--- src/rtl/serial_addsub_if.sv ---
// rtl/serial_addsub_if.sv - request/result bundle for the bit-serial adder/subtractor
interface serial_addsub_if #(
    parameter int WIDTH = 16
);
    logic             start;
    logic             sub;
    logic [WIDTH-1:0] a;
    logic [WIDTH-1:0] b;
    logic             busy;
    logic             done;
    logic [WIDTH-1:0] sum;
    logic             carry;
    logic             overflow;
    logic             zero;

    modport master (
        output start, sub, a, b,
        input  busy, done, sum, carry, overflow, zero
    );

    modport slave (
        input  start, sub, a, b,
        output busy, done, sum, carry, overflow, zero
    );
endinterface

--- src/rtl/serial_addsub.sv ---
// rtl/serial_addsub.sv - bit-serial add/sub, one bit per clock LSB first; SERIAL_ADDSUB_FLAGS_EN enables overflow/zero
module serial_addsub #(
    parameter int WIDTH = 16
) (
    input  logic           clk,
    input  logic           rst,
    serial_addsub_if.slave bus
);
    localparam int CW = (WIDTH > 2) ? $clog2(WIDTH) : 1;
    localparam logic [CW-1:0] LAST = CW'(WIDTH - 1);

    typedef enum logic [1:0] {IDLE, SHIFT, DONE} state_t;

    state_t           state;
    logic [WIDTH-1:0] a_sr;
    logic [WIDTH-1:0] b_sr;
    logic [WIDTH-2:0] res_sr;
    logic [CW-1:0]    count;
    logic             c;
    logic             busy_r;
    logic             done_r;
    logic [WIDTH-1:0] sum_r;
    logic             carry_r;

    logic             sum_bit;
    logic             c_next;
    logic [WIDTH-1:0] res_next;

    assign sum_bit  = a_sr[0] ^ b_sr[0] ^ c;
    assign c_next   = (a_sr[0] & b_sr[0]) | (a_sr[0] & c) | (b_sr[0] & c);
    assign res_next = {sum_bit, res_sr};

`ifdef SERIAL_ADDSUB_FLAGS_EN
    logic overflow_r;
    logic zero_r;
`endif

    always_ff @(posedge clk or posedge rst) begin
        if (rst) begin
            state   <= IDLE;
            a_sr    <= '0;
            b_sr    <= '0;
            res_sr  <= '0;
            count   <= '0;
            c       <= 1'b0;
            busy_r  <= 1'b0;
            done_r  <= 1'b0;
            sum_r   <= '0;
            carry_r <= 1'b0;
`ifdef SERIAL_ADDSUB_FLAGS_EN
            overflow_r <= 1'b0;
            zero_r     <= 1'b0;
`endif
        end else begin
            case (state)
                IDLE, DONE: begin
                    done_r <= 1'b0;
                    if (bus.start) begin
                        // Subtraction is a + ~b + 1: the +1 rides in as the initial carry.
                        a_sr   <= bus.a;
                        b_sr   <= bus.sub ? ~bus.b : bus.b;
                        c      <= bus.sub;
                        count  <= '0;
                        busy_r <= 1'b1;
                        state  <= SHIFT;
                    end else begin
                        busy_r <= 1'b0;
                        state  <= IDLE;
                    end
                end
                SHIFT: begin
                    a_sr   <= a_sr >> 1;
                    b_sr   <= b_sr >> 1;
                    res_sr <= res_next[WIDTH-1:1];
                    c      <= c_next;
                    count  <= count + CW'(1);
                    if (count == LAST) begin
                        sum_r   <= res_next;
                        carry_r <= c_next;
`ifdef SERIAL_ADDSUB_FLAGS_EN
                        // c still holds the carry into the MSB at this edge.
                        overflow_r <= c ^ c_next;
                        zero_r     <= (res_next == '0);
`endif
                        busy_r <= 1'b0;
                        done_r <= 1'b1;
                        state  <= DONE;
                    end
                end
                default: begin
                    busy_r <= 1'b0;
                    done_r <= 1'b0;
                    state  <= IDLE;
                end
            endcase
        end
    end

    assign bus.busy  = busy_r;
    assign bus.done  = done_r;
    assign bus.sum   = sum_r;
    assign bus.carry = carry_r;
`ifdef SERIAL_ADDSUB_FLAGS_EN
    assign bus.overflow = overflow_r;
    assign bus.zero     = zero_r;
`else
    assign bus.overflow = 1'b0;
    assign bus.zero     = 1'b0;
`endif
endmodule

--- src/flat_wrapper.sv ---
// flat-port wrapper written by rule: the top's interface ports become plain ports
module serial_addsub_flat 
#(
    parameter int WIDTH = 16
)
  (clk, rst, bus_start, bus_sub, bus_a, bus_b, bus_busy, bus_done, bus_sum, bus_carry, bus_overflow, bus_zero);
  serial_addsub_if #(.WIDTH(WIDTH)) bus_i ();
  input  logic clk;
  input  logic rst;
  input wire logic [$bits(bus_i.start)-1:0] bus_start;
  input wire logic [$bits(bus_i.sub)-1:0] bus_sub;
  input wire logic [$bits(bus_i.a)-1:0] bus_a;
  input wire logic [$bits(bus_i.b)-1:0] bus_b;
  output wire logic [$bits(bus_i.busy)-1:0] bus_busy;
  output wire logic [$bits(bus_i.done)-1:0] bus_done;
  output wire logic [$bits(bus_i.sum)-1:0] bus_sum;
  output wire logic [$bits(bus_i.carry)-1:0] bus_carry;
  output wire logic [$bits(bus_i.overflow)-1:0] bus_overflow;
  output wire logic [$bits(bus_i.zero)-1:0] bus_zero;
  assign bus_i.start = bus_start;
  assign bus_i.sub = bus_sub;
  assign bus_i.a = bus_a;
  assign bus_i.b = bus_b;
  assign bus_busy = bus_i.busy;
  assign bus_done = bus_i.done;
  assign bus_sum = bus_i.sum;
  assign bus_carry = bus_i.carry;
  assign bus_overflow = bus_i.overflow;
  assign bus_zero = bus_i.zero;
  serial_addsub #(.WIDTH(WIDTH)) u_core (.clk(clk), .rst(rst), .bus(bus_i));
endmodule
--- config.mk ---
export PLATFORM = sky130hd
export DESIGN_NAME = serial_addsub_flat
export DESIGN_NICKNAME = d
export VERILOG_FILES = /design/src/rtl/serial_addsub_if.sv /design/src/rtl/serial_addsub.sv /design/src/flat_wrapper.sv
export SDC_FILE = /design/constraint.sdc
export NUM_CORES = 1
export LEC_CHECK = 0
export CELL_PAD_IN_SITES_DETAIL_PLACEMENT = 1
export CELL_PAD_IN_SITES_GLOBAL_PLACEMENT = 2
export CORE_UTILIZATION = 32
export CTS_BUF_LIST = sky130_fd_sc_hd__clkbuf_4 sky130_fd_sc_hd__clkbuf_8
export DETAILED_ROUTE_END_ITERATION = 10
export PLACE_DENSITY = 0.82
export SYNTH_ARGS = -nofsm -noshare
export SYNTH_HDL_FRONTEND = slang
export SYNTH_SLANG_ARGS = --single-unit
--- constraint.sdc ---
create_clock -name clk -period 2.1 [get_ports clk]
set_input_delay 0.315 -clock clk [delete_from_list [all_inputs] [get_ports clk]]
set_output_delay 0.315 -clock clk [all_outputs]
set_load 0.1 [all_outputs]
After elaboration in Yosys (flattened, before gate mapping)
Index checks and enable logic that the tools add are counted.
Widths: inputs -> output; s select.
{"block": "totals", "reg_bits": 73, "inputBits": 36, "word_cells": 46}
{"block": "op_classes", "n_addsub": 1, "n_eq_ne": 5, "n_mux": 17, "bitwise": 8, "n_reduce_logical": 5}
{"cell": "$pmux 16 s2", "n": 2}
{"cell": "$mux 16", "n": 3}
{"cell": "$not 16->16", "n": 1}
{"cell": "$pmux 4 s2", "n": 1}
{"cell": "$mux 1", "n": 6}
{"cell": "$add 4x1->4 const B", "n": 1}
{"cell": "$eq 4x4->1 const B", "n": 1}
{"cell": "$mux 4", "n": 1}
{"cell": "$pmux 1 s2", "n": 2}
{"cell": "$pmux 2 s2", "n": 1}
{"cell": "$reduce_and 2->1", "n": 2}
{"cell": "$and 1x1->1", "n": 3}
{"cell": "$eq 2x1->1 const B", "n": 1}
{"cell": "$eq 2x2->1 const B", "n": 1}
{"cell": "$logic_not 2->1", "n": 1}
{"cell": "$mux 2", "n": 1}
{"cell": "$ne 2x1->1 const B", "n": 1}
{"cell": "$ne 2x2->1 const B", "n": 1}
{"cell": "$or 1x1->1", "n": 2}
{"cell": "$reduce_bool 2->1", "n": 1}
{"cell": "$reduce_or 2->1", "n": 1}
{"cell": "$xor 1x1->1", "n": 2}

Logic depth before layout (Yosys ltp)
{"block": "logic_depth", "depth_word": 4, "mapped_depth": 6, "mapped_depth_nobuf": 4}

Least setup slack after synthesis
No wires, ideal clock.
{"block": "synth_path", "kind": "register -> register", "from": "register u_core.state[1]", "to": "register u_core.carry_r, in the netlist u_core.bus.carry", "setup_ns": 0.126, "t_arrival_ns": 1.787, "t_required_ns": 1.974, "path_slack_ns": 0.186, "stages_incl_launch_ff": 6, "n_path_buf": 2, "period_less_slack_ns": 1.914, "path_cell_list": "dfrtp_1 -> nand2b_1 -> buf_6 -> nor2_8 -> buf_12 -> mux2_4"}
{"block": "synth_via", "elab_chain_cells": 2}
{"item": "start, declared", "line": "serial_addsub.sv:14", "source": "state_t state;"}
{"item": "start signal, assigned", "line": "serial_addsub.sv:40", "source": "state <= IDLE;"}
{"item": "start signal, assigned", "line": "serial_addsub.sv:65", "source": "state <= SHIFT;"}
{"item": "start signal, assigned", "line": "serial_addsub.sv:68", "source": "state <= IDLE;"}
{"item": "$eq 2x1->1", "line": "serial_addsub.sv:55", "source": "case (state)"}
{"item": "$reduce_and 2->1 (no line)"}
{"item": "end signal, assigned", "line": "serial_addsub.sv:79", "source": "carry_r <= c_next;"}
{"item": "end, declared", "line": "serial_addsub.sv:23", "source": "logic carry_r;"}
Every way passes these cells.
A chain may end at the register's enable or synchronous reset.

Worst setup path in the final report
{"block": "layout_path", "from": "register u_core.count[0]", "to": "register u_core.sum_r[13], in the netlist u_core.bus.sum[13]"}
{"block": "layout_via", "elab_chain_cells": 2}
{"item": "start, declared", "line": "serial_addsub.sv:18", "source": "logic [CW-1:0] count;"}
{"item": "start signal, assigned", "line": "serial_addsub.sv:76", "source": "count <= count + CW'(1);"}
{"item": "$eq 4x4->1", "line": "serial_addsub.sv:77", "source": "if (count == LAST) begin"}
{"item": "$reduce_and 2->1 (no line)"}
{"item": "end signal, assigned", "line": "serial_addsub.sv:78", "source": "sum_r <= res_next;"}
{"item": "end, declared", "line": "serial_addsub.sv:22", "source": "logic [WIDTH-1:0] sum_r;"}
Every way passes these cells.

==> results.tsv <==
metric	value	unit
commonest cells in the netlist	72 x dfrtp_1, 65 x nand2_1, 18 x nand3_1, 16 x a22oi_1	
Detailed Route Iter0 Violations	99	
# resized after CTS	0	
RSZ-0062 raised after global routing	false	
Starting Density	33.7	%
via/cell ratio	4.72	
Area Growth Syn to Fin	25.7	%
asr flop ratio synth	100	%
required time worst endpoint	2.32	ns
WS Path Type	reg2reg	
Die Ht	102	um
CTS Buf Count	9	
sequential standard cell area	1800	um2
post-route ant nets	0	
io pins	57	
wire length per cell	14.3	um
CTS Sinks	72	
Worst Skew	0.00819	ns
Hold Vio Cnt, Final	0	
GPL Wtd Cong	0.693	
Worst Path Arrival	1.86	ns
core area	9420	um2
worst vdd rail ir drop	0.648	mV
postcts setup bufs	0	
Worst Setup Start Kind	register	
total congestion overflow	0	
all-layer global routing usage	14.6	%
Final HPWL DP	4340	um
sequential element share of the synthesized area	56.8	%
largest net degree at the start of global routing	41	
via count	2179	
Cells after Synth	276	
Synth Register Bits	72	
max cap viols	0	
Placed Instances	446	
Synth Warn #	0	
setup TNS	0	ns
PortBufs	54	
ys flop type	dfrtp_1	
# rows	35	
critical path fanouts, max	18	
Tcrit/Tclk final	78.1	%
Nets	366	
global-route wire length before repair	11500	um
count leader, synth	dfrtp_1	
Crit. End Element	register	
outcome	finished clean	
post-synthesis area per instance	11.5	um2
Root Driver	clkbuf_8	
buffer depth of the longest clock path	2	
DRC Markers	0	
top-area cell type share of the netlist area	56.8	%
routed wire length	6600	um
synthesized area	3170	um2
clock transition at the registers of the reported paths	0.07	ns
# diodes	0	
die width	102	um
clock network latency to the later pin of the worst-skew pair	0.34	ns
Final Total Pwr	6.73	mW
synth top area cells	dfrtp_1 57%, nand2_1 7.7%, a221o_1 4.7%	
Synth cell types	31	
vias in the first global route	2338	
die footprint	10300	um2
proportion of layout cells with a drive suffix above 1	19.5	%
CTS tree	built	
Power Density	1690	nW/um2
Final setup violation count	0	
initial antenna violation count	0	
Yosys top cell by area	dfrtp_1	
Peak Freq	609	MHz
H-tree Lvls	3	
Hold Crit Class	in2async	
Final Instance Count excl. Fillers	462	
# fillers	1040	
Final min period	1.64	ns
area of the multi-input gates	1210	um2
cts hold-fix bufs	0	
drt first pass iters	6	
number of enable flip-flop cells after synthesis	0	
Hold WS	0.334	ns
leakage	1.87	nW
pins over their slew limit	0	
[layout make-up]
type | count | area share [%]
Clock inverter | 3 | 1.00
Sequential cell | 72 | 45.2
Clock buffer | 13 | 4.17
Multi-Input combinational cell | 182 | 30.3
Inverter | 1 | 0.188
Timing Repair Buffer | 62 | 15.1
Tap cell | 129 | 4.05
[flip-flops by register name, indices dropped and copies added, names as in the netlist]
signal            count
u_core.a_sr          16
u_core.b_sr          16
u_core.bus.busy       1
u_core.bus.carry      1
u_core.bus.sum       16
u_core.c              1
u_core.count          4
u_core.res_sr        15
u_core.state          2
[kinds of logic after synthesis]
| kind of cell | after synthesis | synth area share, % |
|---|---|---|
| xor gates and xnor gates | 16 | 4.42 |
| other | 1 | 0.118 |
| DFF | 72 | 56.8 |
| muxes | 19 | 7.73 |
| AOI/OAI and AO/OA | 36 | 9.74 |
| adders and majority gates | 2 | 1.03 |
| buffers and inverters | 23 | 5.32 |
| and+or+nand+nor | 107 | 14.9 |
[layer usage]
layer | part of all wire, % | GRT usage, % | wire, um
met5 | 0 | 0 | 0
met4 | 1.4 | 5.69 | 90
met3 | 4.6 | 4.28 | 306
met2 | 48 | 23.5 | 3160
met1 | 46 | 18.5 | 3040
[layout by cell type, fill, tap and decap left out, drive strengths merged]
master,instances
a22o,3
and2b,1
a22oi,16
nor3b,1
fa,1
clkinv,2
xnor2,15
nor2b,1
clkbuf,13
mux2,17
dfrtp,72
a21o,1
nand2b,2
nand2,65
a221o,15
o21ai,1
clkinvlp,1
conb,2
mux2i,2
nand3,19
clkdlybuf4s50,35
nor2,17
bufinv,1
xor2,1
buf,27
ha,1
nand4,1
[stage by stage]
| stage | area (um2) | util, % | worst slack (ns) |
|---|---|---|---|
| 6_report | 3990 | 42.4 | 0.459 |
| 5_1_grt | 3990 | 42.4 | 0.319 |
| 4_1_cts | 3990 | 42.4 | 0.437 |
| 3_5_place_dp | 3780 | 40.2 | 0.284 |
| 3_3_place_gp | 3780 | 40.2 | 0.327 |
| 2_1_floorplan | 3180 | - | 0.186 |
[power by group]
group / total [mW] / switching [mW] / internal, mW
combinational: 3.20 / 2.14 / 1.06
clock: 1.12 / 0.485 / 0.637
sequential: 2.42 / 0.396 / 2.02
total: 6.73 / 3.02 / 3.72
[critical path: stages (launching register included)]
cell and delay (ns):
dfrtp_1 0.39, ha_1 0.22, nand3_2 0.16, nor2_8 0.36, mux2_2 0.38
[worst paths after layout]
kind / to / startpoint / slack, ns / cells after the start
max: u_core.bus.sum[13]$_DFFE_PP0P_ / u_core.count[0]$_DFFE_PP0P_ / 0.46 / 4
min: u_core.bus.sum[4]$_DFFE_PP0P_ / rst / 0.33 / 2
max reg2reg: u_core.bus.sum[13]$_DFFE_PP0P_ / u_core.count[0]$_DFFE_PP0P_ / 0.46 / 4
min reg2reg: u_core.res_sr[0]$_DFFE_PP0P_ / u_core.res_sr[0]$_DFFE_PP0P_ / 0.49 / 2
max in group asynchronous: u_core.b_sr[7]$_DFFE_PP0P_ / rst / 1.26 / 3
min in group clk: u_core.res_sr[0]$_DFFE_PP0P_ / u_core.res_sr[0]$_DFFE_PP0P_ / 0.49 / 2
(Power assumes the default switching activity.)
